[config.mk]
export PLATFORM = sky130hd
export DESIGN_NAME = jtag_tap_oversampled
export DESIGN_NICKNAME = d
export VERILOG_FILES = /design/src/rtl/jtag_tap_oversampled.sv
export SDC_FILE = /design/constraint.sdc
export NUM_CORES = 1
export LEC_CHECK = 0
export CORE_ASPECT_RATIO = 1.4
export CORE_MARGIN = 4
export CORE_UTILIZATION = 30
export CTS_BUF_LIST = sky130_fd_sc_hd__clkbuf_4
export CTS_CLUSTER_DIAMETER = 150
export DETAILED_ROUTE_END_ITERATION = 6
export PLACE_DENSITY_LB_ADDON = 0.2
export SYNTH_ARGS = -nofsm -noshare
export SYNTH_HDL_FRONTEND = slang
export SYNTH_SLANG_ARGS = --single-unit
[constraint.sdc]
create_clock -name clk_i -period 5.95 [get_ports clk_i]
set_input_delay 0.8925 -clock clk_i [delete_from_list [all_inputs] [get_ports clk_i]]
set_output_delay 0.8925 -clock clk_i [all_outputs]
set_load 0.02 [all_outputs]
[src/rtl/jtag_tap_oversampled.sv]
// -----------------------------------------------------------------------------
// jtag_tap_oversampled
//   IEEE 1149.1 TAP responder (target side). Every flop runs on clk_i. The JTAG
//   pins are brought in through 2-flop synchronisers, and TCK edges are found by
//   oversampling, so no logic is clocked by TCK. The data registers are IDCODE,
//   BYPASS and CONFREG, which holds the SoC test-mode configuration.
//
// Ports
//   clk_i          system clock, must run at 8x TCK or faster
//   rst            asynchronous reset, active high
//   jtag_tck_i     JTAG TCK (asynchronous to clk_i)
//   jtag_trst_ni   JTAG TRST, active low (asynchronous, synchronised here)
//   jtag_tms_i     JTAG TMS
//   jtag_tdi_i     JTAG TDI
//   jtag_tdo_o     JTAG TDO, updated on TCK falling edges
//   jtag_tdo_en_o  TDO output enable, high only in Shift-IR / Shift-DR
//   confreg_o      current CONFREG contents
//   confreg_upd_o  one-clk pulse on every CONFREG update
//   tap_state_o    current TAP state, for debug
// -----------------------------------------------------------------------------
module jtag_tap_oversampled #(
  parameter int unsigned             IR_WIDTH     = 5,
  parameter logic [31:0]             IDCODE_VAL   = 32'h249511C3,
  parameter int unsigned             CONF_WIDTH   = 9,
  parameter logic [CONF_WIDTH-1:0]   CONF_RST     = 9'h000,
  parameter logic [IR_WIDTH-1:0]     INSTR_IDCODE = 5'b00001,
  parameter logic [IR_WIDTH-1:0]     INSTR_CONF   = 5'b00110
) (
  input  logic                  clk_i,
  input  logic                  rst,
  input  logic                  jtag_tck_i,
  input  logic                  jtag_trst_ni,
  input  logic                  jtag_tms_i,
  input  logic                  jtag_tdi_i,
  output logic                  jtag_tdo_o,
  output logic                  jtag_tdo_en_o,
  output logic [CONF_WIDTH-1:0] confreg_o,
  output logic                  confreg_upd_o,
  output logic [3:0]            tap_state_o
);

  typedef enum logic [3:0] {
    ST_TLR    = 4'd0,
    ST_RTI    = 4'd1,
    ST_SEL_DR = 4'd2,
    ST_CAP_DR = 4'd3,
    ST_SH_DR  = 4'd4,
    ST_EX1_DR = 4'd5,
    ST_PA_DR  = 4'd6,
    ST_EX2_DR = 4'd7,
    ST_UPD_DR = 4'd8,
    ST_SEL_IR = 4'd9,
    ST_CAP_IR = 4'd10,
    ST_SH_IR  = 4'd11,
    ST_EX1_IR = 4'd12,
    ST_PA_IR  = 4'd13,
    ST_EX2_IR = 4'd14,
    ST_UPD_IR = 4'd15
  } tap_state_e;

  // Synchroniser chains: index 1 is the synchronised value, and tck index 2 is the edge-detect history.
  logic [2:0] tck_sync_q, tck_sync_d;
  logic [1:0] tms_sync_q, tms_sync_d;
  logic [1:0] tdi_sync_q, tdi_sync_d;
  logic [1:0] trst_sync_q, trst_sync_d;

  tap_state_e                state_q, state_d, state_nxt_s;
  logic [IR_WIDTH-1:0]       ir_q, ir_d;
  logic [IR_WIDTH-1:0]       ir_shift_q, ir_shift_d;
  logic [31:0]               idcode_shift_q, idcode_shift_d;
  logic [CONF_WIDTH-1:0]     conf_shift_q, conf_shift_d;
  logic                      bypass_q, bypass_d;
  logic [CONF_WIDTH-1:0]     confreg_q, confreg_d;
  logic                      confreg_upd_q, confreg_upd_d;
  logic                      tdo_q, tdo_d;
  logic                      tdo_en_q, tdo_en_d;

  logic tck_rise_s, tck_fall_s, tms_s, tdi_s, trst_act_s, ir_col_s, dr_lsb_s;

  assign tck_rise_s = tck_sync_q[1] & ~tck_sync_q[2];
  assign tck_fall_s = ~tck_sync_q[1] & tck_sync_q[2];
  assign tms_s      = tms_sync_q[1];
  assign tdi_s      = tdi_sync_q[1];
  assign trst_act_s = ~trst_sync_q[1];

  // 1149.1 next-state table, evaluated with the synchronised TMS.
  always_comb begin
    state_nxt_s = state_q;
    case (state_q)
      ST_TLR:    state_nxt_s = tms_s ? ST_TLR    : ST_RTI;
      ST_RTI:    state_nxt_s = tms_s ? ST_SEL_DR : ST_RTI;
      ST_SEL_DR: state_nxt_s = tms_s ? ST_SEL_IR : ST_CAP_DR;
      ST_CAP_DR: state_nxt_s = tms_s ? ST_EX1_DR : ST_SH_DR;
      ST_SH_DR:  state_nxt_s = tms_s ? ST_EX1_DR : ST_SH_DR;
      ST_EX1_DR: state_nxt_s = tms_s ? ST_UPD_DR : ST_PA_DR;
      ST_PA_DR:  state_nxt_s = tms_s ? ST_EX2_DR : ST_PA_DR;
      ST_EX2_DR: state_nxt_s = tms_s ? ST_UPD_DR : ST_SH_DR;
      ST_UPD_DR: state_nxt_s = tms_s ? ST_SEL_DR : ST_RTI;
      ST_SEL_IR: state_nxt_s = tms_s ? ST_TLR    : ST_CAP_IR;
      ST_CAP_IR: state_nxt_s = tms_s ? ST_EX1_IR : ST_SH_IR;
      ST_SH_IR:  state_nxt_s = tms_s ? ST_EX1_IR : ST_SH_IR;
      ST_EX1_IR: state_nxt_s = tms_s ? ST_UPD_IR : ST_PA_IR;
      ST_PA_IR:  state_nxt_s = tms_s ? ST_EX2_IR : ST_PA_IR;
      ST_EX2_IR: state_nxt_s = tms_s ? ST_UPD_IR : ST_SH_IR;
      ST_UPD_IR: state_nxt_s = tms_s ? ST_SEL_DR : ST_RTI;
      default:   state_nxt_s = ST_TLR;
    endcase
  end

  // TDO source: the IR column shifts the instruction register, everything else the selected DR.
  always_comb begin
    ir_col_s = 1'b0;
    case (state_q)
      ST_SEL_IR, ST_CAP_IR, ST_SH_IR, ST_EX1_IR,
      ST_PA_IR, ST_EX2_IR, ST_UPD_IR: ir_col_s = 1'b1;
      default:                        ir_col_s = 1'b0;
    endcase
    if (ir_q == INSTR_IDCODE) begin
      dr_lsb_s = idcode_shift_q[0];
    end else if (ir_q == INSTR_CONF) begin
      dr_lsb_s = conf_shift_q[0];
    end else begin
      dr_lsb_s = bypass_q;
    end
  end

  // Datapath: synchronisers, rise actions, fall actions, and the TRST override.
  always_comb begin
    tck_sync_d     = {tck_sync_q[1:0], jtag_tck_i};
    tms_sync_d     = {tms_sync_q[0], jtag_tms_i};
    tdi_sync_d     = {tdi_sync_q[0], jtag_tdi_i};
    trst_sync_d    = {trst_sync_q[0], jtag_trst_ni};
    state_d        = state_q;
    ir_d           = ir_q;
    ir_shift_d     = ir_shift_q;
    idcode_shift_d = idcode_shift_q;
    conf_shift_d   = conf_shift_q;
    bypass_d       = bypass_q;
    confreg_d      = confreg_q;
    confreg_upd_d  = 1'b0;
    tdo_d          = tdo_q;
    tdo_en_d       = tdo_en_q;

    if (trst_act_s) begin
      // TRST wins over any TCK edge seen in the same cycle.
      state_d  = ST_TLR;
      ir_d     = INSTR_IDCODE;
      confreg_d = CONF_RST;
      tdo_d    = 1'b0;
      tdo_en_d = 1'b0;
    end else if (tck_rise_s) begin
      case (state_q)
        ST_CAP_IR: ir_shift_d = {{(IR_WIDTH-2){1'b0}}, 2'b01};
        ST_SH_IR:  ir_shift_d = {tdi_s, ir_shift_q[IR_WIDTH-1:1]};
        ST_CAP_DR: begin
          if (ir_q == INSTR_IDCODE) begin
            idcode_shift_d = IDCODE_VAL;
          end else if (ir_q == INSTR_CONF) begin
            conf_shift_d = confreg_q;
          end else begin
            bypass_d = 1'b0;
          end
        end
        ST_SH_DR: begin
          if (ir_q == INSTR_IDCODE) begin
            idcode_shift_d = {tdi_s, idcode_shift_q[31:1]};
          end else if (ir_q == INSTR_CONF) begin
            conf_shift_d = {tdi_s, conf_shift_q[CONF_WIDTH-1:1]};
          end else begin
            bypass_d = tdi_s;
          end
        end
        default: ;
      endcase
      state_d = state_nxt_s;
      if (state_nxt_s == ST_TLR) begin
        ir_d      = INSTR_IDCODE;
        confreg_d = CONF_RST;
      end else begin
        ir_d = ir_q;
      end
    end else if (tck_fall_s) begin
      tdo_d    = ir_col_s ? ir_shift_q[0] : dr_lsb_s;
      tdo_en_d = (state_q == ST_SH_IR) || (state_q == ST_SH_DR);
      if (state_q == ST_UPD_IR) begin
        ir_d = ir_shift_q;
      end else if ((state_q == ST_UPD_DR) && (ir_q == INSTR_CONF)) begin
        // Every Update-DR under CONF rewrites and pulses, even if the value is unchanged.
        confreg_d     = conf_shift_q;
        confreg_upd_d = 1'b1;
      end else begin
        ir_d = ir_q;
      end
    end else begin
      state_d = state_q;
    end
  end

  // State and datapath registers, cleared by the asynchronous reset.
  always_ff @(posedge clk_i or posedge rst) begin
    if (rst) begin
      tck_sync_q     <= 3'b000;
      tms_sync_q     <= 2'b00;
      tdi_sync_q     <= 2'b00;
      trst_sync_q    <= 2'b00;
      state_q        <= ST_TLR;
      ir_q           <= INSTR_IDCODE;
      ir_shift_q     <= '0;
      idcode_shift_q <= 32'h0000_0000;
      conf_shift_q   <= '0;
      bypass_q       <= 1'b0;
      confreg_q      <= CONF_RST;
      confreg_upd_q  <= 1'b0;
      tdo_q          <= 1'b0;
      tdo_en_q       <= 1'b0;
    end else begin
      tck_sync_q     <= tck_sync_d;
      tms_sync_q     <= tms_sync_d;
      tdi_sync_q     <= tdi_sync_d;
      trst_sync_q    <= trst_sync_d;
      state_q        <= state_d;
      ir_q           <= ir_d;
      ir_shift_q     <= ir_shift_d;
      idcode_shift_q <= idcode_shift_d;
      conf_shift_q   <= conf_shift_d;
      bypass_q       <= bypass_d;
      confreg_q      <= confreg_d;
      confreg_upd_q  <= confreg_upd_d;
      tdo_q          <= tdo_d;
      tdo_en_q       <= tdo_en_d;
    end
  end

  assign jtag_tdo_o    = tdo_q;
  assign jtag_tdo_en_o = tdo_en_q;
  assign confreg_o     = confreg_q;
  assign confreg_upd_o = confreg_upd_q;
  assign tap_state_o   = state_q;

endmodule

# ---- After elaboration in Yosys (flattened, before gate mapping)
# Cells that the tools add are included.
dict set report totals {
  wordCells 123
  latch_bits 0
  ram_bits 0
  mem_count 0
  out_inout_bits 16
  reg_bits 77
  romBits 0
}
dict set report op_classes {
  reduce_logical 17
  div_mod_pow 0
  n_eq_ne 33
  add_sub_neg 0
  n_lt_le_gt_ge 0
  bitwise 4
  n_shift 0
  n_mul 0
  n_mux 55
}
# cell count
set ops {}
lappend ops {{9-bit two-way mux} 10}
lappend ops {{32-bit two-way mux} 2}
lappend ops {{32-bit case mux with 2 select lines} 1}
lappend ops {{4-bit case mux with 12 select lines} 1}
lappend ops {{4-bit equality test, second input constant} 8}
lappend ops {{5-bit two-way mux} 5}
lappend ops {{4-bit two-way mux} 6}
lappend ops {{1-bit two-way mux} 22}
lappend ops {{2-bit inequality test, second input constant} 9}
lappend ops {{9-bit case mux with 2 select lines} 1}
lappend ops {{4-bit by 3-bit equality test with 1-bit output, second input constant} 4}
lappend ops {{7-bit AND reduction} 2}
lappend ops {{5-bit case mux with 2 select lines} 1}
lappend ops {{3-bit by 1-bit inequality test with 1-bit output, second input constant} 3}
lappend ops {{4-bit by 2-bit equality test with 1-bit output, second input constant} 2}
lappend ops {{4-bit logical NOT} 2}
lappend ops {{7-bit OR reduction} 1}
lappend ops {{2-bit two-way mux} 3}
lappend ops {{3-bit two-way mux} 2}
lappend ops {{3-bit AND reduction} 2}
lappend ops {{5-bit by 1-bit equality test with 1-bit output, second input constant} 1}
lappend ops {{5-bit by 3-bit equality test with 1-bit output, second input constant} 1}
lappend ops {{5-bit AND reduction} 1}
lappend ops {{4-bit by 1-bit equality test with 1-bit output, second input constant} 1}
lappend ops {{other kinds (13)} 18}

# ---- Longest topological paths before layout
dict set report depth {
  ltp_word 7
  mapped_depth 6
  mapped_depth_nobuf 4
}

# ---- Worst setup path before layout
# OpenSTA, ideal clock, no wires.
dict set report synth_timing {
  kind {register -> register}
  start {register state_q[3], in the netlist tap_state_o[3]}
  end {register bypass_q}
  period_less_slack_ns 1.624
  arrival_time_ns 1.499
  setup_slack_ns 4.326
  setup_ns 0.125
  stages_incl_launch_ff 6
  t_required_ns 5.825
  path_cell_list {dfrtp_1 buf_2 and4bb_2 o21ai_0 nor3_1 mux2_2}
}
dict set report synth_via {
  elab_chain_cells 3
  elab_cells_between_ends 9
  classes_between {eq/ne: 6; mux: 1; reduce/logical: 2}
}
# element line
set synth_rtl {}
lappend synth_rtl {{start: declaration} 67} ;# tap_state_e state_q, state_d, state_nxt_s;
lappend synth_rtl {{start signal: assignment} 221} ;# state_q <= state_d;
lappend synth_rtl {{4-bit by 2-bit equality test with 1-bit output or 4-bit by 3-bit equality test with 1-bit output (tied branches)} 152} ;# case (state_q)
lappend synth_rtl {{2-bit inequality test (no source line) or 2-bit nonzero test (tied branches)} n/a}
lappend synth_rtl {{7-bit AND reduction (no source line)} n/a}
lappend synth_rtl {{end signal: assignment} 226} ;# bypass_q <= bypass_d;
lappend synth_rtl {{end: declaration} 72} ;# logic bypass_q, bypass_d;
# Parallel ways exist; a longest one is shown, timed or not.
# A chain may end at the register's enable or synchronous reset.

# ---- Worst setup path in the final report
dict set report layout_timing {
  start {register state_q[0], in the netlist tap_state_o[0]}
  end {output port tap_state_o[0]}
}
# element line
set layout_lines {}
lappend layout_lines {{end: declaration} 39} ;# output logic [3:0] tap_state_o
# No word-level cell between the ends.

==> qor.csv <==
stage,metric,value,unit
outcome,status,"complete, no violations",
critical_path,flop-to-flop setup slack,3.64,ns
critical_path,FF-to-FF Start,tap_state_o[0],
finish,fin util,0.351,
sta,final hold vios,0,
clocking,clk_lat worst skew,0.43,ns
synth,Mapped Cells,341,
finish,Finished Cell Area,0.00384,mm2
floorplan,die area,0.0131,mm2
hold_path,hold-critical path depth,0,
place,pre-CTS setup slack,3.42,ns
critical_path,CP startpoint kind,flip-flop,
global_routing,initial antenna violation count,0,
global_routing,gr usage total,0.115,
finish,Layout area overhead,13.2,%
clocking,Post-CTS Resized,0,
sta,Final WS setup,2.97,ns
place,IO Port Bufs,21,
synth,asr flop ratio synth,1.00,
sta,TNS Setup,0,ns
sta,min cycle time layout,2.98,ns
global_routing,largest net degree at the start of global routing,78,
critical_path,"Cell Chain, Critical Path",clkdlybuf4s50_1,
clocking,clk sinks,77,
finish,proportion of layout cells with a drive suffix above 1,0.0840,
synth,synth unique cells,47,
route,via count,2397,
synth,synthesized net count,347,
floorplan,Ports,22,
clocking,Num CTS Buffers,9,
critical_path,"Slowest-stage cell, CP",dfrtp_1,
run,Max Cap Viol,0,
critical_path,crit-path max FO,25,
hold_path,Worst Hold End,tms_sync_q[1],
sta,Max Fclk,335,MHz
finish,fin nets,359,
sta,Final Setup Violations,0,
clocking,hold_buf cts,0,
power_and_ir_drop,Final Power,0.880,mW
synth,"EDFF count, synth",0,
route,Post-DRT Antenna Nets,0,
finish,ant diodes,0,
sta,"Slew Viols, Final",0,
clocking,CTS tree,done,
power_and_ir_drop,Static Leak,1.62,nW
route,drt pass-1 iters,3,
sta,part of the cycle the worst path needs,0.502,
floorplan,die width,97.8,um
synth,YS warnings,0,
critical_path,WP data arrival,2.09,ns
finish,fillcell total,1151,
critical_path,Critical Path RT,5.06,ns
floorplan,starting density of the core,0.310,
floorplan,Die H,134,um
route,Detailed Route Iter0 Violations,67,
place,RD Place Congestion,0.794,
global_routing,first-pass GRT wire length,12.1,mm
clocking,postcts setup bufs,0,
route,Routed WL,6.79,mm
hold_path,hold wc startpoint,tms_sync_q[0],
sta,Slew @ Worst Pin,0.961,ns
critical_path,R2R cell count,4,
route,drt drc,0,
critical_path,Reg2Reg Capture Point,idcode_shift_q[31],
place,Post-DP Area,0.00371,mm2
synth,Post-synth top flop,dfrtp_1,
sta,Clock Skew,0.0154,ns
synth,Avg Synthesized Cell Area,9.94,um2
power_and_ir_drop,Max IR drop VDD,0.0000830,V
synth,register area share after synthesis,0.569,
critical_path,CP bufs+invs,1,
critical_path,crit end category,output pin,
place,DP Cell Count,483,
critical_path,CP top delay family,flip-flops,
sta,Rel. slew slack,0.359,
synth,Synth Register Bits,77,
power_and_ir_drop,Pwr Density,229,mW/mm2
clocking,Root Driver,clkbuf_4,
clocking,maximum clock path buffer count,2,
floorplan,core area,0.0109,mm2
synth,Post-Syn Area,0.00339,mm2
finish,fin cells,498,
global_routing,vias in the first global route,2489,
route,DR WL/cell,13.6,um
critical_path,Setup Crit Path Kind,reg2out,
floorplan,number of placement rows,45,
hold_path,Tightest Hold Check Type,reg2reg,
clocking,Worst-path clk slew,0.12,ns
critical_path,CP peak stage delay,0.91,ns
route,DR vias/cell,4.81,
clocking,H-tree depth,3,
place,dpl hpwl,4.38,mm
global_routing,Overflow after GRT,0,
sta,RSZ-0062 raised after global routing,false,
sta,hold slack,0.365,ns
-- worst max-delay path by stage --
stage                    from  cells past startpoint  slack (ns)        endpoint
2_1_floorplan             rst                      1        3.09        bypass_q
3_3_place_gp   tap_state_o[0]                      1        3.43  tap_state_o[0]
3_5_place_dp   tap_state_o[0]                      1        3.42  tap_state_o[0]
4_1_cts        tap_state_o[0]                      1        2.90  tap_state_o[0]
5_1_grt        tap_state_o[0]                      1        2.82  tap_state_o[0]
6_report       tap_state_o[0]                      1        2.97  tap_state_o[0]
-- placed cells by master (no fill, tap or decap), drive strengths merged, types with 2 or more instances in the layout --
cell / Yosys / layout
nor2: 20 / 20
clkinv: 0 / 4
dfrtp: 76 / 76
o2111ai: 3 / 3
a311oi: 2 / 2
a211oi: 2 / 2
nor3: 2 / 2
clkdlybuf4s50: 0 / 21
nor4: 2 / 2
nand3: 2 / 2
a31oi: 2 / 2
nand2: 74 / 74
mux2i: 8 / 8
a21oi: 11 / 11
mux2: 2 / 2
and3b: 2 / 2
nand2b: 2 / 2
o21ai: 54 / 54
a22o: 13 / 13
nor4b: 2 / 2
nor2b: 8 / 8
clkbuf: 4 / 10
and4: 2 / 2
inv: 6 / 5
a32o: 3 / 3
nor3b: 3 / 3
or3: 2 / 2
xor2: 2 / 2
buf: 19 / 3
-- power by group --
| group | total, mW | internal, mW | switching [mW] | leakage, nW |
|---|---|---|---|---|
| Sequential | 0.537 | 0.528 | 0.00881 | 1.05 |
| Combinational | 0.0355 | 0.0124 | 0.0231 | 0.494 |
| Clock | 0.307 | 0.128 | 0.179 | 0.0720 |
-- cell usage after synthesis (2+ instances only) --
master     count  area, um2
mux2_2         2       22.5
o21ai_1       31        155
clkbuf_1       4       15.0
a22o_1        13        114
and3b_1        2       17.5
nand2_1       74        278
nand3_1        2       10.0
nand2b_1       2       12.5
a21oi_1       11       55.1
a32o_1         3       30.0
or3_1          2       12.5
nor3_1         2       10.0
and4_1         2       17.5
inv_1          6       22.5
dfrtp_1       76       1900
xor2_1         2       17.5
buf_1          2       7.51
a31oi_1        2       12.5
nor2_1        20       75.1
nor3b_1        2       15.0
nor2b_1        8       50.1
o2111ai_2      2       30.0
buf_2         16       80.1
o21ai_0       23        115
mux2i_1        8       80.1
a211oi_1       2       15.0
nor4_1         2       12.5
-- registers in the layout, indices dropped and copies added (netlist names) --
register        cells
ir_shift_q          5
jtag_tdo_o          1
conf_shift_q        9
ir_q                5
tck_sync_q          3
tap_state_o         4
tms_sync_q          2
jtag_tdo_en_o       1
idcode_shift_q     32
tdi_sync_q          2
bypass_q            1
confreg_upd_o       1
confreg_o           9
trst_sync_q         2
-- final cells by class --
cell class / count / area, um2 / share of cell area
sequential: 77 / 1930 / 0.502
multi-input combinational: 235 / 1350 / 0.351
timing repair buffer: 24 / 233 / 0.0606
tap: 141 / 176 / 0.0460
clock buffer: 10 / 75.1 / 0.0196
clock inverter: 5 / 52.6 / 0.0137
inverter: 6 / 23.8 / 0.00619
-- kinds of logic (layout without fill, tap and decap cells) --
family	count (synthesis)	in the layout	synth area share
flops	77	77	0.569
simple gates	128	128	0.178
mux	10	10	0.0303
xor+xnor	2	2	0.00517
compound gates	95	95	0.179
buf+inv	29	45	0.0391
-- routing by layer --
layer / global-route usage / share of wire / vias up
met2: 0.188 / 0.51 / 21
met4: 0.0577 / 0.027 / 0
met5: 0 / 0 / -
li1: - / - / 1211
met3: 0.0317 / 0.028 / 15
met1: 0.138 / 0.43 / 1150
(Power assumes the default switching activity.)
